## config.mk

```make
export PLATFORM = sky130hd
export DESIGN_NAME = tagged_fifo_bank
export DESIGN_NICKNAME = d
export VERILOG_FILES = /design/src/rtl/tagged_fifo_bank.sv
export SDC_FILE = /design/constraint.sdc
export NUM_CORES = 1
export LEC_CHECK = 0
export ABC_AREA = 1
export CAP_MARGIN = 20
export CELL_PAD_IN_SITES_DETAIL_PLACEMENT = 1
export CELL_PAD_IN_SITES_GLOBAL_PLACEMENT = 1
export CORE_UTILIZATION = 40
export DETAILED_ROUTE_END_ITERATION = 7
export GPL_ROUTABILITY_DRIVEN = 0
export GPL_TIMING_DRIVEN = 1
export PLACE_DENSITY = 0.79
export SYNTH_ARGS = -nofsm -noshare
export SYNTH_HDL_FRONTEND = slang
export SYNTH_SLANG_ARGS = --single-unit
```

## constraint.sdc

```tcl
create_clock -name clk -period 5.26 [get_ports clk]
set_input_delay 0.789 -clock clk [delete_from_list [all_inputs] [get_ports clk]]
set_output_delay 0.789 -clock clk [all_outputs]
set_load 0.01 [all_outputs]
```

## src/rtl/tagged_fifo_bank.sv

```systemverilog
// -----------------------------------------------------------------------------
// tagged_fifo_bank
//
// Receiving end of a tagged write stream. Each incoming word {tag, data} is
// routed into one of FLUX independent first-word-fall-through queues chosen by
// its tag. Each queue has its own pointers, occupancy count and flags, so a
// stalled consumer on one queue never blocks writes to another.
//
// Ports
//   clk      rising-edge clock
//   rst      asynchronous reset, active low
//   write    upstream write strobe
//   din      {tag, data}; tag occupies din[WIDTH-1:DATA_WIDTH]
//   full     full[i]  = queue i holds DEPTH words (registered decode)
//   read     read[i]  pops the head of queue i
//   empty    empty[i] = queue i holds no words (registered decode)
//   dout     head word of queue i at [i*WIDTH +: WIDTH], tag included
//   count    occupancy of queue i at [i*CW +: CW], CW = $clog2(DEPTH)+1
//
// Optional build macro TAGGED_FIFO_BANK_ERR_EN adds:
//   err_clr  synchronous clear of the sticky error bits
//   err      {bad_tag, underflow, overflow}, sticky; a new event in the same
//            cycle as err_clr wins over the clear
// Without the macro, dropped writes and ignored reads are silent.
// -----------------------------------------------------------------------------
module tagged_fifo_bank #(
    parameter int DATA_WIDTH = 8,
    parameter int FLUX       = 2,
    parameter int DEPTH      = 4,
    localparam int TAG_WIDTH = $clog2(FLUX),
    localparam int WIDTH     = DATA_WIDTH + TAG_WIDTH,
    localparam int PW        = $clog2(DEPTH),
    localparam int CW        = PW + 1
) (
    input  logic                  clk,
    input  logic                  rst,
    input  logic                  write,
    input  logic [WIDTH-1:0]      din,
    output logic [FLUX-1:0]       full,
    input  logic [FLUX-1:0]       read,
    output logic [FLUX-1:0]       empty,
    output logic [FLUX*WIDTH-1:0] dout,
`ifdef TAGGED_FIFO_BANK_ERR_EN
    input  logic                  err_clr,
    output logic [2:0]            err,
`endif
    output logic [FLUX*CW-1:0]    count
);

    localparam logic [CW-1:0] CNT_FULL = CW'(DEPTH);

    logic [TAG_WIDTH-1:0] tag;
    logic [FLUX-1:0]      sel;

    assign tag = din[WIDTH-1:DATA_WIDTH];

    for (genvar g = 0; g < FLUX; g++) begin : g_queue
        logic [PW-1:0]    wptr;
        logic [PW-1:0]    rptr;
        logic [CW-1:0]    cnt;
        logic [WIDTH-1:0] mem [DEPTH];
        logic             do_wr;
        logic             do_rd;

        // A tag >= FLUX never matches any g, so invalid tags fall out here.
        assign sel[g]   = write && (tag == TAG_WIDTH'(g));

        // Acceptance uses the registered count only, so an accepted read in
        // the same cycle does not make room for a write to a full queue, and
        // a write into an empty queue does not allow a same-cycle read.
        assign full[g]  = (cnt == CNT_FULL);
        assign empty[g] = (cnt == '0);
        assign do_wr    = sel[g] && !full[g];
        assign do_rd    = read[g] && !empty[g];

        always_ff @(posedge clk or negedge rst) begin
            if (!rst) begin
                wptr <= '0;
                rptr <= '0;
                cnt  <= '0;
            end else begin
                if (do_wr) begin
                    wptr <= wptr + 1'b1;
                end
                if (do_rd) begin
                    rptr <= rptr + 1'b1;
                end
                case ({do_wr, do_rd})
                    2'b10:   cnt <= cnt + 1'b1;
                    2'b01:   cnt <= cnt - 1'b1;
                    default: cnt <= cnt;
                endcase
            end
        end

        // Storage is deliberately left out of reset.
        always_ff @(posedge clk) begin
            if (do_wr) begin
                mem[wptr] <= din;
            end
        end

        // Head word falls through combinationally. It is forced to zero while
        // the queue is empty so that stale storage never shows after reset.
        assign dout[g*WIDTH +: WIDTH] = empty[g] ? '0 : mem[rptr];
        assign count[g*CW +: CW]      = cnt;
    end

`ifdef TAGGED_FIFO_BANK_ERR_EN
    localparam logic [TAG_WIDTH:0] FLUX_LIM = (TAG_WIDTH+1)'(FLUX);

    logic       tag_valid;
    logic       evt_bad_tag;
    logic       evt_underflow;
    logic       evt_overflow;
    logic [2:0] evt;

    assign tag_valid     = ({1'b0, tag} < FLUX_LIM);
    assign evt_bad_tag   = write && !tag_valid;
    assign evt_underflow = |(read & empty);
    assign evt_overflow  = |(sel & full);
    assign evt           = {evt_bad_tag, evt_underflow, evt_overflow};

    always_ff @(posedge clk or negedge rst) begin
        if (!rst) begin
            err <= '0;
        end else begin
            err <= (err_clr ? 3'b000 : err) | evt;
        end
    end
`endif

endmodule
```

# Word level (Yosys, flattened, before mapping)
# Memory sizes are Yosys's and may differ from the RTL's.
# Cells that the tools add are included.
# W data, S select, Z words.
[word_totals] ff_bits=14 ram_bits=72 inputBits=14 output_inout_bits=28 elab_cells=45 n_memories=2
[mem_list] memory="g_queue[0].mem" depth=4 word_bits=9 rd=1 rd_ports_with_merged_regs=0 wr=1 line_no="61" rtl="logic [WIDTH-1:0] mem [DEPTH];"
[mem_list] memory="g_queue[1].mem" depth=4 word_bits=9 rd=1 rd_ports_with_merged_regs=0 wr=1 line_no="61"
[classes] n_addsub=8 n_eq_ne=6 mux=8 n_bitwise=1 reduce_logical=14
[op_table] cell="$mux W9" n=2
[op_table] cell="$pmux W3 S2" n=2
[op_table] cell="$add A2 B1 Y2 const B" n=4
[op_table] cell="$add A3 B1 Y3 const B" n=2
[op_table] cell="$eq A3 B3 Y1 const B" n=2
[op_table] cell="$logic_and A1 B1 Y1" n=6
[op_table] cell="$logic_not A3 Y1" n=2
[op_table] cell="$sub A3 B1 Y3 const B" n=2
[op_table] cell="$eq A2 B1 Y1 const B" n=2
[op_table] cell="$eq A2 B2 Y1 const B" n=2
[op_table] cell="$logic_not A1 Y1" n=4
[op_table] cell="$mux W1" n=4
[op_table] cell="$reduce_bool A2 Y1" n=2
[op_table] cell="$not A1 Y1" n=1

# Depth between registers and ports, before layout
[depth] depth_word=5 ltp_mapped=12

# Worst setup path after synthesis
# OpenSTA, ideal clock, no wires.
[synth_path] path_kind="input-to-reg" from="input din[8]" to="register g_queue[0].cnt[1]" setup_time_ps=83 arrival_ps=1832 t_required_ps=5177 path_slack_ps=3345 cell_stages=6 path_cell_list="inv_1 -> nand3_2 -> ha_1 -> inv_1 -> fa_1 -> o21ai_0"
[synth_via] elab_chain_cells=5
[synth_lines] item="start, declared" line_no="38" rtl="input logic [WIDTH-1:0] din,"
[synth_lines] item="$not A1 Y1 *" line_no="66" rtl="assign sel[g] = write && (tag == TAG_WIDTH'(g));"
[synth_lines] item="$logic_and A1 B1 Y1 *" line_no="66"
[synth_lines] item="$logic_and A1 B1 Y1 *" line_no="73" rtl="assign do_wr = sel[g] && !full[g];"
[synth_lines] item="$eq A2 B1 Y1 or $eq A2 B2 Y1 (tied branches)" line_no="88" rtl="case ({do_wr, do_rd})"
[synth_lines] item="$pmux W3 S2 or $reduce_bool A2 Y1 (tied branches)"
[synth_lines] item="end signal, assigned" line_no="89" rtl="2'b10: cnt <= cnt + 1'b1;"
[synth_lines] item="end signal, assigned" line_no="90" rtl="2'b01: cnt <= cnt - 1'b1;"
[synth_lines] item="end signal, assigned" line_no="91" rtl="default: cnt <= cnt;"
[synth_lines] item="end, declared" line_no="60" rtl="logic [CW-1:0] cnt;"
# Every way passes the cells marked *; elsewhere a longest branch is shown, timed or not.
# A chain may end at the register's enable or synchronous reset.

# Worst setup path after layout
[layout_path] from="register g_queue[1].rptr[0]" to="output dout[11]"
[layout_via] elab_chain_cells=2
[layout_lines] item="start, declared" line_no="59" rtl="logic [PW-1:0] rptr;"
[layout_lines] item="start signal, assigned" line_no="86" rtl="rptr <= rptr + 1'b1;"
[layout_lines] item="$mem_v2 Z4 W9"
[layout_lines] item="$mux W9" line_no="105" rtl="assign dout[g*WIDTH +: WIDTH] = empty[g] ? '0 : mem[rptr];"
[layout_lines] item="end, declared" line_no="42" rtl="output logic [FLUX*WIDTH-1:0] dout,"
# No other way between the ends.

==> reports/summary.txt <==
Initial DRC Count: 84
maxcap violations: 0
largest net degree at the start of global routing: 22
antenna violations before repair: 0
Cell Int Power: 1543 uW
Clock Power Share: 0.188
CTS buffer count: 9
cell count after synthesis: 397
hold crit path type: flip-flop to flip-flop
Max Fclk: 303.5 MHz
final core area utilization: 0.4959
Area after DPL: 4472 um2
vias: 2,726
CTS Root Cell: clkbuf_8
final hold violation count: 0
first-pass GRT wire length: 14,230 um
placed cells: 559
ant diodes: 0
power density cells: 531.3 nW/um2
peak supply drop: 0.2051 mV
mux contribution to synthesized area: 0
delay-heaviest family, CP: buffers and inverters
DR pass1 iterations: 4
post-DR vias/cell: 4.741
Setup Viol. Count Final: 0
DIE WIDTH: 101.4 um
capturing element type of the critical path: output pin
xor/xnor share of the synthesized area: 0.008866
area taken by multi-input logic gates: 985.9 um2
Post-DP HPWL: 6355 um
clk_lat worst skew: 0.36 ns
WP buf/inv: 2
setup bufs post-CTS: 0
PortBufs: 41
Least-Margin Pin Slew: 0.9366 ns
Unique masters post-synth: 18
LEAKAGE: 0.002102 uW
Max Clock Skew: 0.01131 ns
Gate power share: 0.417
required time of the worst setup path: 4.47 ns
Net Switching: 937.5 uW
layout cell share with drive strength beyond 1: 0.05157
CTS max path bufs: 2
main combinational cell family by area after synthesis: simple AND/OR/NAND/NOR gates
Mapped Area: 3951 um2
sequential element share of the synthesized area: 0.6358
Sw Share: 0.3779
CP cell instances: inv_2 -> nand2_1 -> nand3_1 -> a21oi_1 -> clkdlybuf4s50_1
CTS H-tree lvls: 3
post-synthesis compound-gate area fraction: 0.02787
CP max FO: 21
# DRC: 0
Simple-Gate Fraction of Synth Area: 0.1710
CTS tree: built
routed wire length: 9036 um
die area: 10,280 um2
Finished Cell Area: 4669 um2
core area: 9415 um2
total clock sinks: 86
# IOs: 42
Initial Util: 0.4197
Final period util: 0.6264
syn nets: 423
result of the run: finished clean
Post-Synth Adder-Cell Area: 0.04180
critical path class: flip-flop to output pin
chip height: 101.4 um
register area: 2512 um2
CP max stage delay: 0.80 ns
# rows: 35
Total Nets Final: 467
# resized after CTS: 0
area delta synth->final: 18.18%
Worst path slowest cell: dfrtp_1
slew margin rel.: 0.3733
CP Launch Type: flip-flop
syn_area_per_cell: 9.953 um2
Sequential Power Share: 0.395
Fillers: 1,071
Avg WL per Cell: 15.71 um
hold buffer count at cts: 0
GRT overflow: 0
Synth Register Bits: 86
RSZ-0062 raised after global routing: no
Final ANT Viol Nets: 0
clock-pin slew on the worst setup and hold paths: 0.09 ns
final slew viol count: 0
Fin Setup TNS: 0 ns
Final Critical Period: 3.295 ns
GRT Overall Usage: 0.1885
Worst EP arrival: 2.51 ns
fin cells: 575
vias in the first global route: 2,895
Yosys Warn Count: 0
-- sequential cells by signal (all words and copies together) (netlist names) --
name / flops
g_queue.wptr: 4
g_queue.rptr: 4
g_queue.cnt: 6
g_queue.mem: 72
-- per-stage QoR --
| stage | total power, uW | setup slack, ns | hold slack [ns] |
|---|---|---|---|
| global route | 2649 | 1.778 | 0.5425 |
| detailed placement | 2042 | 2.256 | 0.4932 |
| finish | 2481 | 1.965 | 0.5053 |
| global placement | 1978 | 2.313 | 0.4845 |
| floorplan | 1563 | 3.345 | 0.4923 |
| CTS | 2507 | 1.915 | 0.5095 |
-- layout by cell type (no fill, tap or decap), drive strengths merged --
cell / netlist / routed
clkdlybuf4s50: 0 / 41
bufinv: 0 / 1
a21oi: 18 / 18
inv: 105 / 106
clkinv: 2 / 6
nand4: 6 / 6
clkbuf: 0 / 9
xnor2: 4 / 4
clkinvlp: 0 / 1
fa: 2 / 2
ha: 10 / 10
edfxtp: 72 / 72
o21ai: 4 / 4
dfrtp: 14 / 14
nor2: 8 / 8
nand2: 98 / 98
nand3: 46 / 46
-- power by group through the flow --
| stage | clock network, uW | logic [uW] | registers [uW] |
|---|---|---|---|
| 2_1_floorplan | 0 | 632 | 931 |
| 3_3_place_gp | 0 | 990 | 988 |
| 3_5_place_dp | 0 | 1040 | 998 |
| 4_1_cts | 473 | 1050 | 983 |
| 5_1_grt | 496 | 1150 | 1000 |
| 6_report | 465 | 1030 | 981 |
-- layout make-up --
| type | count | share of cell area |
|---|---|---|
| clock buffer | 9 | 0.02653 |
| clock inverter | 7 | 0.01581 |
| inverter | 107 | 0.08601 |
| multi-input combinational | 196 | 0.2111 |
| sequential | 86 | 0.5380 |
| tap | 129 | 0.03457 |
| timing repair buffer | 41 | 0.08789 |
-- synthesized netlist by cell type, drive strengths merged --
library cell	number	area (um2)
inv	105	394.1
fa	2	40.04
clkinv	2	7.510
o21ai	4	20.02
a21oi	18	90.09
edfxtp	72	2162
nor2	8	30.03
nand4	6	37.54
xnor2	4	35.03
dfrtp	14	350.3
nand2	98	367.9
ha	10	125.1
nand3	46	240.2
buf	8	51.29
-- metal layers --
layer | track usage | part of all wire | vias up | wire length (um)
met4 | 0.07469 | 0.019 | 0 | 175
li1 | - | - | 1332 | -
met1 | 0.2242 | 0.44 | 1338 | 3943
met3 | 0.02484 | 0.021 | 13 | 193
met2 | 0.3454 | 0.52 | 43 | 4724
met5 | 0 | 0 | - | 0
-- kinds of logic after synthesis --
kind of cell             after synthesis
AND/OR/NAND/NOR                      158
flip-flops                            86
buffers and inverters                115
adder cells (fa/ha/maj)               12
XOR/XNOR                               4
AO/OA/AOI/OAI                         22
-- worst reg2reg max path, stage by stage, from the launching register on --
cell,delay (ns)
dfrtp_1,0.40
inv_1,0.12
nand3_1,0.17
nand2_1,0.19
inv_1,0.06
ha_1,0.19
inv_1,0.10
fa_1,0.43
o21ai_0,0.24
-- worst paths after layout --
check | start | endpoint | slack [ns] | depth (start not counted)
max | g_queue[1].rptr[0]$_DFFE_PN0P_ | dout[11] | 1.97 | 5
min | g_queue[1].cnt[0]$_DFFE_PN0P_ | g_queue[1].cnt[0]$_DFFE_PN0P_ | 0.51 | 1
max reg2reg | g_queue[0].cnt[1]$_DFFE_PN0P_ | g_queue[0].cnt[1]$_DFFE_PN0P_ | 3.26 | 8
min reg2reg | g_queue[1].cnt[0]$_DFFE_PN0P_ | g_queue[1].cnt[0]$_DFFE_PN0P_ | 0.51 | 1
max in group asynchronous | rst | g_queue[0].wptr[0]$_DFFE_PN0P_ | 3.89 | 1
min in group asynchronous | rst | g_queue[1].rptr[0]$_DFFE_PN0P_ | 0.87 | 1
Note: power is estimated with default switching activity, not from simulation.
